### src/rtl/mmio_pkg.sv
// Shared types and constants for the MMIO bridge:
// FSM encoding, trace-entry layout, bus-error data, tag width.
package mmio_pkg;

  typedef enum logic [1:0] {
    S_IDLE = 2'd0,
    S_WAIT = 2'd1,
    S_DONE = 2'd2
  } state_t;

  localparam int TAG_W = 4;
  localparam logic [31:0] BUS_ERR_DATA = 32'hDEADBEEF;

  // trace entry: {id[2:0],we,to,1'b0,addr[25:0],data[31:0]}
  localparam int TR_DATA_LSB = 0;
  localparam int TR_ADDR_LSB = 32;
  localparam int TR_TO_BIT   = 59;
  localparam int TR_WE_BIT   = 60;
  localparam int TR_ID_LSB   = 61;

  function automatic logic [63:0] trace_pack(
    input logic [2:0]  id,
    input logic        we,
    input logic        to,
    input logic [25:0] addr,
    input logic [31:0] data
  );
    logic [63:0] e;
    e = '0;
    e[TR_ID_LSB +: 3]    = id;
    e[TR_WE_BIT]         = we;
    e[TR_TO_BIT]         = to;
    e[TR_ADDR_LSB +: 26] = addr;
    e[TR_DATA_LSB +: 32] = data;
    return e;
  endfunction

endpackage

### src/rtl/mmio_bridge_trace_fifo.sv
// Overwrite-oldest trace FIFO. Ports: clk, rst, push/din,
// pop, dout (oldest entry), count, ovf (sticky overwrite flag).
module trace_fifo #(
  parameter int DEPTH = 16,
  parameter int WIDTH = 64
) (
  input  logic                     clk,
  input  logic                     rst,
  input  logic                     push,
  input  logic [WIDTH-1:0]         din,
  input  logic                     pop,
  output logic [WIDTH-1:0]         dout,
  output logic [$clog2(DEPTH):0]   count,
  output logic                     ovf
);

  localparam int AW = $clog2(DEPTH);

  logic [WIDTH-1:0] mem [DEPTH];
  logic [AW-1:0]    wr_ptr;
  logic [AW-1:0]    rd_ptr;
  logic             full;
  logic             empty;
  logic             do_pop;
  logic             drop;

  assign full   = count == (AW+1)'(DEPTH);
  assign empty  = count == '0;
  assign do_pop = pop & ~empty;
  // a pop alongside a full push consumes the
  // oldest entry, so nothing is lost
  assign drop   = push & full & ~do_pop;
  assign dout   = mem[rd_ptr];

  always_ff @(posedge clk or posedge rst) begin
    if (rst) begin
      wr_ptr <= '0;
      rd_ptr <= '0;
      count  <= '0;
      ovf    <= 1'b0;
      for (int i = 0; i < DEPTH; i++)
        mem[i] <= '0;
    end else begin
      if (push) begin
        mem[wr_ptr] <= din;
        wr_ptr      <= wr_ptr + AW'(1);
      end
      if (do_pop | drop)
        rd_ptr <= rd_ptr + AW'(1);
      if (drop)
        ovf <= 1'b1;
      if (push & ~do_pop & ~full)
        count <= count + (AW+1)'(1);
      else if (do_pop & ~push)
        count <= count - (AW+1)'(1);
    end
  end

endmodule

### src/rtl/mmio_bridge.sv
// MMIO router: tag decode, device req/ack with timeout,
// cache pass-through for unmatched addresses, trace log.
// Ports: pipeline dmem_*, cache dc_*, device dev_*,
// bus_err, trace_rd/trace_data/trace_count/trace_ovf.
module mmio_bridge
  import mmio_pkg::*;
#(
  parameter int          NUM_DEV     = 4,
  parameter logic [31:0] DEV_TAGS    = 32'hFEDC,
  parameter int          TIMEOUT     = 255,
  parameter int          TO_W        = 8,
  parameter int          TRACE_DEPTH = 16
) (
  input  logic                          clk,
  input  logic                          rst,
  input  logic                          dmem_read_in,
  input  logic                          dmem_write_in,
  input  logic [29:0]                   dmem_addr,
  input  logic [3:0]                    dmem_byte_w_en,
  input  logic [31:0]                   data_from_reg,
  output logic [31:0]                   dmem_data_out,
  output logic                          mmio_stall,
  output logic                          dc_read_in,
  output logic                          dc_write_in,
  input  logic [31:0]                   dc_data_out,
  output logic [NUM_DEV-1:0]            dev_req,
  output logic                          dev_we,
  output logic [25:0]                   dev_addr,
  output logic [31:0]                   dev_wdata,
  output logic [3:0]                    dev_be,
  input  logic [32*NUM_DEV-1:0]         dev_rdata,
  input  logic [NUM_DEV-1:0]            dev_ack,
  output logic                          bus_err,
  input  logic                          trace_rd,
  output logic [63:0]                   trace_data,
  output logic [$clog2(TRACE_DEPTH):0]  trace_count,
  output logic                          trace_ovf
);

  state_t      state, state_n;
  logic        req, hit;
  logic [2:0]  hit_slot;
  logic [2:0]  slot_q;
  logic        we_q, to_q;
  logic [25:0] addr_q;
  logic [31:0] rdata_q, sel_rdata;
  logic        ack_sel, timeout, push;
  logic [TO_W-1:0] cnt;

  assign req = dmem_read_in | dmem_write_in;

  // descending scan so the lowest matching slot wins
  always_comb begin
    hit      = 1'b0;
    hit_slot = '0;
    for (int i = NUM_DEV-1; i >= 0; i--) begin
      if (DEV_TAGS[i*TAG_W +: TAG_W] == dmem_addr[29:26]) begin
        hit      = 1'b1;
        hit_slot = 3'(i);
      end
    end
  end

  always_comb begin
    ack_sel   = 1'b0;
    sel_rdata = '0;
    for (int i = 0; i < NUM_DEV; i++) begin
      if (slot_q == 3'(i)) begin
        ack_sel   = dev_ack[i];
        sel_rdata = dev_rdata[i*32 +: 32];
      end
    end
  end

  assign timeout = cnt == TO_W'(TIMEOUT);

  always_ff @(posedge clk or posedge rst) begin
    if (rst) state <= S_IDLE;
    else     state <= state_n;
  end

  always_comb begin
    state_n = state;
    unique case (state)
      S_IDLE:  if (hit & req) state_n = S_WAIT;
      S_WAIT:  if (ack_sel | timeout) state_n = S_DONE;
      S_DONE:  state_n = S_IDLE;
      default: state_n = S_IDLE;
    endcase
  end

  always_comb begin
    mmio_stall = 1'b0;
    push       = 1'b0;
    unique case (state)
      S_IDLE:  mmio_stall = hit & req;
      S_WAIT:  mmio_stall = 1'b1;
      S_DONE:  push = 1'b1;
      default: ;
    endcase
  end

  always_comb begin
    for (int i = 0; i < NUM_DEV; i++)
      dev_req[i] = (state == S_WAIT) && (slot_q == 3'(i));
  end

  assign dc_read_in    = dmem_read_in & ~hit;
  assign dc_write_in   = dmem_write_in & ~hit;
  assign dmem_data_out = (state == S_DONE) ? rdata_q : dc_data_out;
  assign dev_we        = we_q;
  assign dev_addr      = addr_q;

  always_ff @(posedge clk or posedge rst) begin
    if (rst) begin
      slot_q    <= '0;
      we_q      <= 1'b0;
      addr_q    <= '0;
      dev_wdata <= '0;
      dev_be    <= '0;
      cnt       <= '0;
      rdata_q   <= '0;
      to_q      <= 1'b0;
      bus_err   <= 1'b0;
    end else begin
      unique case (state)
        S_IDLE: if (hit & req) begin
          slot_q    <= hit_slot;
          we_q      <= dmem_write_in;
          addr_q    <= dmem_addr[25:0];
          dev_wdata <= data_from_reg;
          dev_be    <= dmem_byte_w_en;
          cnt       <= '0;
          to_q      <= 1'b0;
        end
        S_WAIT: if (ack_sel) begin
          rdata_q <= sel_rdata;
        end else if (timeout) begin
          rdata_q <= BUS_ERR_DATA;
          to_q    <= 1'b1;
          bus_err <= 1'b1;
        end else begin
          cnt <= cnt + TO_W'(1);
        end
        default: ;
      endcase
    end
  end

  // stores log the written data, loads the returned data
  trace_fifo #(
    .DEPTH (TRACE_DEPTH),
    .WIDTH (64)
  ) u_trace (
    .clk   (clk),
    .rst   (rst),
    .push  (push),
    .din   (trace_pack(slot_q, we_q, to_q, addr_q,
                       we_q ? dev_wdata : rdata_q)),
    .pop   (trace_rd),
    .dout  (trace_data),
    .count (trace_count),
    .ovf   (trace_ovf)
  );

endmodule

### config.mk
export PLATFORM = sky130hd
export DESIGN_NAME = mmio_bridge
export DESIGN_NICKNAME = d
export VERILOG_FILES = /design/src/rtl/mmio_pkg.sv /design/src/rtl/mmio_bridge_trace_fifo.sv /design/src/rtl/mmio_bridge.sv
export SDC_FILE = /design/constraint.sdc
export NUM_CORES = 2
export LEC_CHECK = 0
export ABC_AREA = 1
export CORE_AREA = 2 2 313 315
export CTS_CLUSTER_DIAMETER = 120
export DETAILED_ROUTE_END_ITERATION = 6
export DIE_AREA = 0 0 315 317
export PLACE_DENSITY = 0.76
export SLEW_MARGIN = 20
export SYNTH_ARGS = -nofsm -noshare
export SYNTH_HDL_FRONTEND = slang
export SYNTH_SLANG_ARGS = --single-unit
export TNS_END_PERCENT = 5
### constraint.sdc
create_clock -name clk -period 61.1 [get_ports clk]
set_input_delay 18.33 -clock clk [delete_from_list [all_inputs] [get_ports clk]]
set_output_delay 18.33 -clock clk [all_outputs]
set_load 0.01 [all_outputs]
* Yosys cells after proc, flatten, opt, wreduce, memory -nomap -nowiden
Index checks and enable logic that the tools add are counted.
** Operators by class
- Add/subtract/negate cells :: 5
- Equal/unequal tests :: 16
- Magnitude comparators :: 3
- Bitwise operators :: 20
- Reduce and logical (&&, ||, !) cells :: 17
- Multiplexer cells :: 41
** Operator list (number)
- $bwmux W1024 :: 1
- $bmux W64 S4 :: 1
- $demux W64 S4 :: 1
- $mux W32 :: 8
- $mux W64 :: 3
- $mux W8 :: 3
- $eq A4 B4 Y1 const A :: 4
- $pmux W8 S2 :: 1
- $mux W1 :: 12
- $ge A5 B5 Y1 const B :: 2
- $mux W5 :: 2
- $ne A2 B2 Y1 const B :: 5
- $not A4 Y5 :: 2
- $and A1 B1 Y1 :: 9
- $mux W3 :: 3
- $add A4 B1 Y4 const B :: 2
- $add A8 B1 Y8 const B :: 1
- $eq A8 B8 Y1 const B :: 1
- $reduce_and A4 Y1 :: 2
- $eq A3 B2 Y1 const B :: 2
- $mux W2 :: 3
- $not A1 Y1 :: 6
- $reduce_and A2 Y1 :: 3
- $reduce_bool A2 Y1 :: 3
- 15 further kinds :: 22
** Word-level totals
- Output and inout port bits :: 173
- Word-level logic and storage cells :: 132
- Register bits after elaboration :: 1148

* Depth between registers and ports, before layout
- Depth in word-level cells :: 8
- Mapped depth :: 13
- Gate-level depth less buffers :: 13

* Hierarchy
From an unflattened synthesis, not the netlist that was laid out.
** Unflattened totals
- Cell total of the unflattened synthesis :: 6495
- Area total of the unflattened synthesis :: 52125.0 um2
** By module, submodules not included
- trace_fifo :: cells an instance 5599, area an instance 46032.9 um2, sequential area each 25974.9 um2, instances 1
- mmio_bridge :: cells an instance 896, area an instance 6092.1 um2, sequential area each 2727.6 um2, instances 1

* Worst setup path after synthesis
OpenSTA, ideal clock, no wires.
- Kind :: input to output
- From :: input port dmem_write_in
- To :: output port mmio_stall
- Slack :: 23.920 ns
- Arrival time :: 18.850 ns
- Cell stages on the path :: 5
- Cell sequence :: inv_1 > a21oi_1 > nand2_1 > buf_2 > nand2_1
** Between the ends
- Longest elaborated chain between the ends :: 3
** Ends and longest elaborated chain
- from (decl) :: RTL line mmio_bridge.sv:17 : input logic dmem_write_in,
- $or A1 B1 Y1 :: RTL line mmio_bridge.sv:50 : assign req = dmem_read_in | dmem_write_in;
- $and A1 B1 Y1 :: RTL line mmio_bridge.sv:96 : S_IDLE: mmio_stall = hit & req;
- $pmux W1 S2 :: RTL line mmio_bridge.sv:95 : unique case (state)
- to (decl) :: RTL line mmio_bridge.sv:22 : output logic mmio_stall,
No other way between the ends.

* Worst setup path after layout
Ends and elaborated chain as after synthesis.

==> flow_metrics.py <==
metrics = {
    "cts": {
        "clock_tree_from_tritoncts": "yes",
        "root_buffer": "sky130_fd_sc_hd__clkbuf_16",
        "cts.clk_slew.worst_paths_ps": 60,
        "cts_sinks": 1115,
        "cts-hold-fix-buffers": 0,
        "cts-root-to-sink-buffers": 3,
        "h-tree-depth": 3,
        "cts_resized": 0,
        "worstSkewPairLatency_ps": 690,
        "post-cts-setup-buffer-count": 0,
        "cts_inserted_buffers": 114,
    },
    "synthesis": {
        "synth_edf_count": 0,
        "post_synth_num_cell_types": 38,
        "yosys.area.top_type_share_pct": 52.8,
        "synth-seq-area-share_pct": 52.8,
        "synth_most_common_cell": "sky130_fd_sc_hd__nand2_1",
        "synthTopCellsByCount": "1205 x sky130_fd_sc_hd__nand2_1, 1115 x sky130_fd_sc_hd__dfrtp_1, 744 x sky130_fd_sc_hd__o21ai_0, 562 x sky130_fd_sc_hd__inv_1, 496 x sky130_fd_sc_hd__a21oi_1",
        "largest_cells_by_area_after_synthesis": "sky130_fd_sc_hd__dfrtp_1 53%, sky130_fd_sc_hd__nand2_1 8.6%, sky130_fd_sc_hd__o21ai_0 7.0%",
        "synth_top_flop_cell": "sky130_fd_sc_hd__dfrtp_1",
        "syn_inst": 6121,
        "postSynthAreaPerCell_sq_um": 8.63,
        "yosys_warnings": 0,
        "synth_async_sr_flop_share_pct": 100,
        "cell_area_after_synthesis_sq_um": 52800,
        "synth_seq_cells": 1115,
        "yosysTopAreaCell": "sky130_fd_sc_hd__dfrtp_1",
    },
    "detailed_routing": {
        "detailroute.via_count": 43000,
        "routed_via_density": 5.68,
        "drt_iter0_drc": 4229,
        "ant_nets": 0,
        "wl_per_cell_um": 20.1,
        "drcViolationCount": 0,
        "drtPass1Iterations": 6,
        "drt_wl_total_mm": 152,
    },
    "floorplanning": {
        "start_util_pct": 54.9,
        "fp-row-count": 114,
        "die-height_um": 317,
        "floorplan.die_area_sq_um": 99900,
        "fp.coreArea_sq_um": 96300,
        "die-width_um": 315,
        "io_pins": 408,
    },
    "sta": {
        "timing.slew.headroom_pct": 17.9,
        "worst_case_clock_skew_ps": 37.1,
        "tightest_slew_ps": 1230,
        "post_route_fraction_of_the_period_consumed_by_the_critical_path_pct": 63.4,
        "setup-violations-final": 0,
        "final-hold-violation-count": 0,
        "timing.final.ws_setup_ps": 22360,
        "final_period_minus_worst_setup_slack_ps": 38740,
        "post_route_hold_slack_ps": 474,
        "report.final.slew_viol_count": 0,
        "setup-tns-final_ps": 0,
        "timing.fmax_mhz": 25.8,
        "rsz0062_at_grt": "false",
    },
    "worst_setup_path": {
        "critPathLaunchType": "input port",
        "reg2reg_setup_slack_ps": 57540,
        "worst_r2r_path_depth": 6,
        "timing.rr.end": "u_trace.mem[978]",
        "worstPathMaxFanout": 47,
        "rr_startpoint": "state[0]",
        "worst_setup_startpoint": "dmem_write_in",
        "critPathCaptureType": "output pin",
        "worst-endpoint-required_ps": 42770,
        "worst_setup_path_endpoint": "mmio_stall",
        "worst_ep_arrival_time_ps": 20410,
        "timing.setup.critical_path_class": "input port to output pin",
    },
    "layout": {
        "drive_gt1_share_pct": 8.68,
        "fill_cells": 8032,
        "layout.cells.non_filler": 7565,
        "design.final.nets": 6441,
        "final_cell_area_sq_um": 60500,
        "area.growth.synth_to_final_pct": 14.5,
        "post_layout_util_pct": 62.8,
    },
    "global_route": {
        "global_route_total_usage_across_every_layer_pct": 30.3,
        "number_of_global_route_vias_before_repair": 41800,
        "grt_start_max_net_pins": 255,
        "grt-ovfl-total": 0,
        "grt_antenna_before_repair": 1,
        "wire_length_of_the_first_global_routing_pass_mm": 235,
    },
    "place": {
        "pre_cts_ws_ps": 22320,
        "area_post_placement_sq_um": 56600,
        "place.gp.congestion": 0.960,
        "place_inst": 7354,
        "io_buffer_count": 405,
        "detailedPlacementHpwl_mm": 88.8,
    },
    "power_and_ir_drop": {
        "p_total_mw": 3.06,
        "total_leakage_power_nw": 27.5,
        "cellPowerDensity_nw_per_um2": 50.5,
        "vdd_drop_max_mv": 0.0419,
    },
    "min_path": {
        "hold_class": "flop to flop",
    },
    "status": {
        "status": "finished clean",
    },
    "flow_run": {
        "max-cap-violations": 0,
    },
}
-- report_power, final --
group | total [mW] | internal [mW] | switching, mW
Combinational | 1.28 | 0.462 | 0.816
Sequential | 1.08 | 0.941 | 0.138
Clock | 0.699 | 0.410 | 0.289
Total | 3.06 | 1.81 | 1.24
-- worst min-delay path by stage --
stage,from,to,slack (ps),cells after the start
final,bus_err,bus_err,470,2
after global routing,u_trace.mem[708],u_trace.mem[708],500,1
after CTS,bus_err,bus_err,480,2
after detailed placement,bus_err,bus_err,460,2
after global placement,bus_err,bus_err,460,2
after floorplan,rdata_q[22],rdata_q[22],450,2
-- routing by layer --
layer | global-route usage, % | vias up | routed length [um]
met2 | 50.2 | 1679 | 72500
met3 | 3.83 | 338 | 10600
met1 | 39.5 | 20700 | 60900
met5 | 0 | - | 0
met4 | 15.7 | 0 | 7730
li1 | - | 20300 | -
-- placed cells by master, fill, tap and decap left out, types with 4 or more instances in the layout --
cell type,n
sky130_fd_sc_hd__clkinv_1,27
sky130_fd_sc_hd__clkbuf_8,31
sky130_fd_sc_hd__dfrtp_1,1110
sky130_fd_sc_hd__inv_6,4
sky130_fd_sc_hd__nor2_4,17
sky130_fd_sc_hd__clkbuf_1,35
sky130_fd_sc_hd__clkdlybuf4s50_1,405
sky130_fd_sc_hd__ha_1,10
sky130_fd_sc_hd__xor2_1,5
sky130_fd_sc_hd__bufinv_16,5
sky130_fd_sc_hd__clkinv_2,13
sky130_fd_sc_hd__o211ai_1,248
sky130_fd_sc_hd__nand2_1,1204
sky130_fd_sc_hd__nand2_2,8
sky130_fd_sc_hd__mux2_1,25
sky130_fd_sc_hd__buf_4,77
sky130_fd_sc_hd__o21ai_0,744
sky130_fd_sc_hd__a21oi_1,496
sky130_fd_sc_hd__dfrtp_4,4
sky130_fd_sc_hd__o21ai_1,180
sky130_fd_sc_hd__nor2_1,257
sky130_fd_sc_hd__clkbuf_16,117
sky130_fd_sc_hd__nand3_1,419
sky130_fd_sc_hd__nand4_1,4
sky130_fd_sc_hd__mux2_2,231
sky130_fd_sc_hd__o21ai_2,14
sky130_fd_sc_hd__inv_1,560
sky130_fd_sc_hd__buf_12,5
-- cells by family after synthesis --
group / after synthesis / share of synthesized area [%]
AND/OR/NAND/NOR: 1920 / 14.9
AO/OA/AOI/OAI: 1686 / 17.2
buffers and inverters: 1125 / 9.29
flip-flops: 1115 / 52.8
multiplexers: 256 / 5.46
adder cells (fa/ha/maj): 11 / 0.275
XOR/XNOR: 7 / 0.116
other: 1 / 0.00710
-- state kept, by name (all words and copies together) (netlist names), 4 cells and up --
name,flops
dev_be,4
dev_addr,26
dev_wdata,32
u_trace.mem,992
u_trace.rd_ptr,4
rdata_q,32
cnt,8
u_trace.count,5
u_trace.wr_ptr,4
-- area by class of cell --
class / instances / area [sq um] / area share, %
sequential: 1115 / 27900 / 46.2
tap: 1276 / 1600 / 2.64
antenna: 1 / 2.50 / 0.00414
clock buffer: 183 / 3490 / 5.76
inverter: 594 / 2250 / 3.72
multi-input combinational: 3882 / 20200 / 33.3
clock inverter: 26 / 305 / 0.505
timing repair buffer: 488 / 4760 / 7.87
-- critical path: stages --
cell                              delay, ps
sky130_fd_sc_hd__clkdlybuf4s50_1        440
sky130_fd_sc_hd__inv_1                  180
sky130_fd_sc_hd__a21oi_1                110
sky130_fd_sc_hd__nand2_2                 60
sky130_fd_sc_hd__buf_4                  460
sky130_fd_sc_hd__nand2_1                190
sky130_fd_sc_hd__clkdlybuf4s50_1        600
No activity file was read; power rests on OpenSTA's default activity.
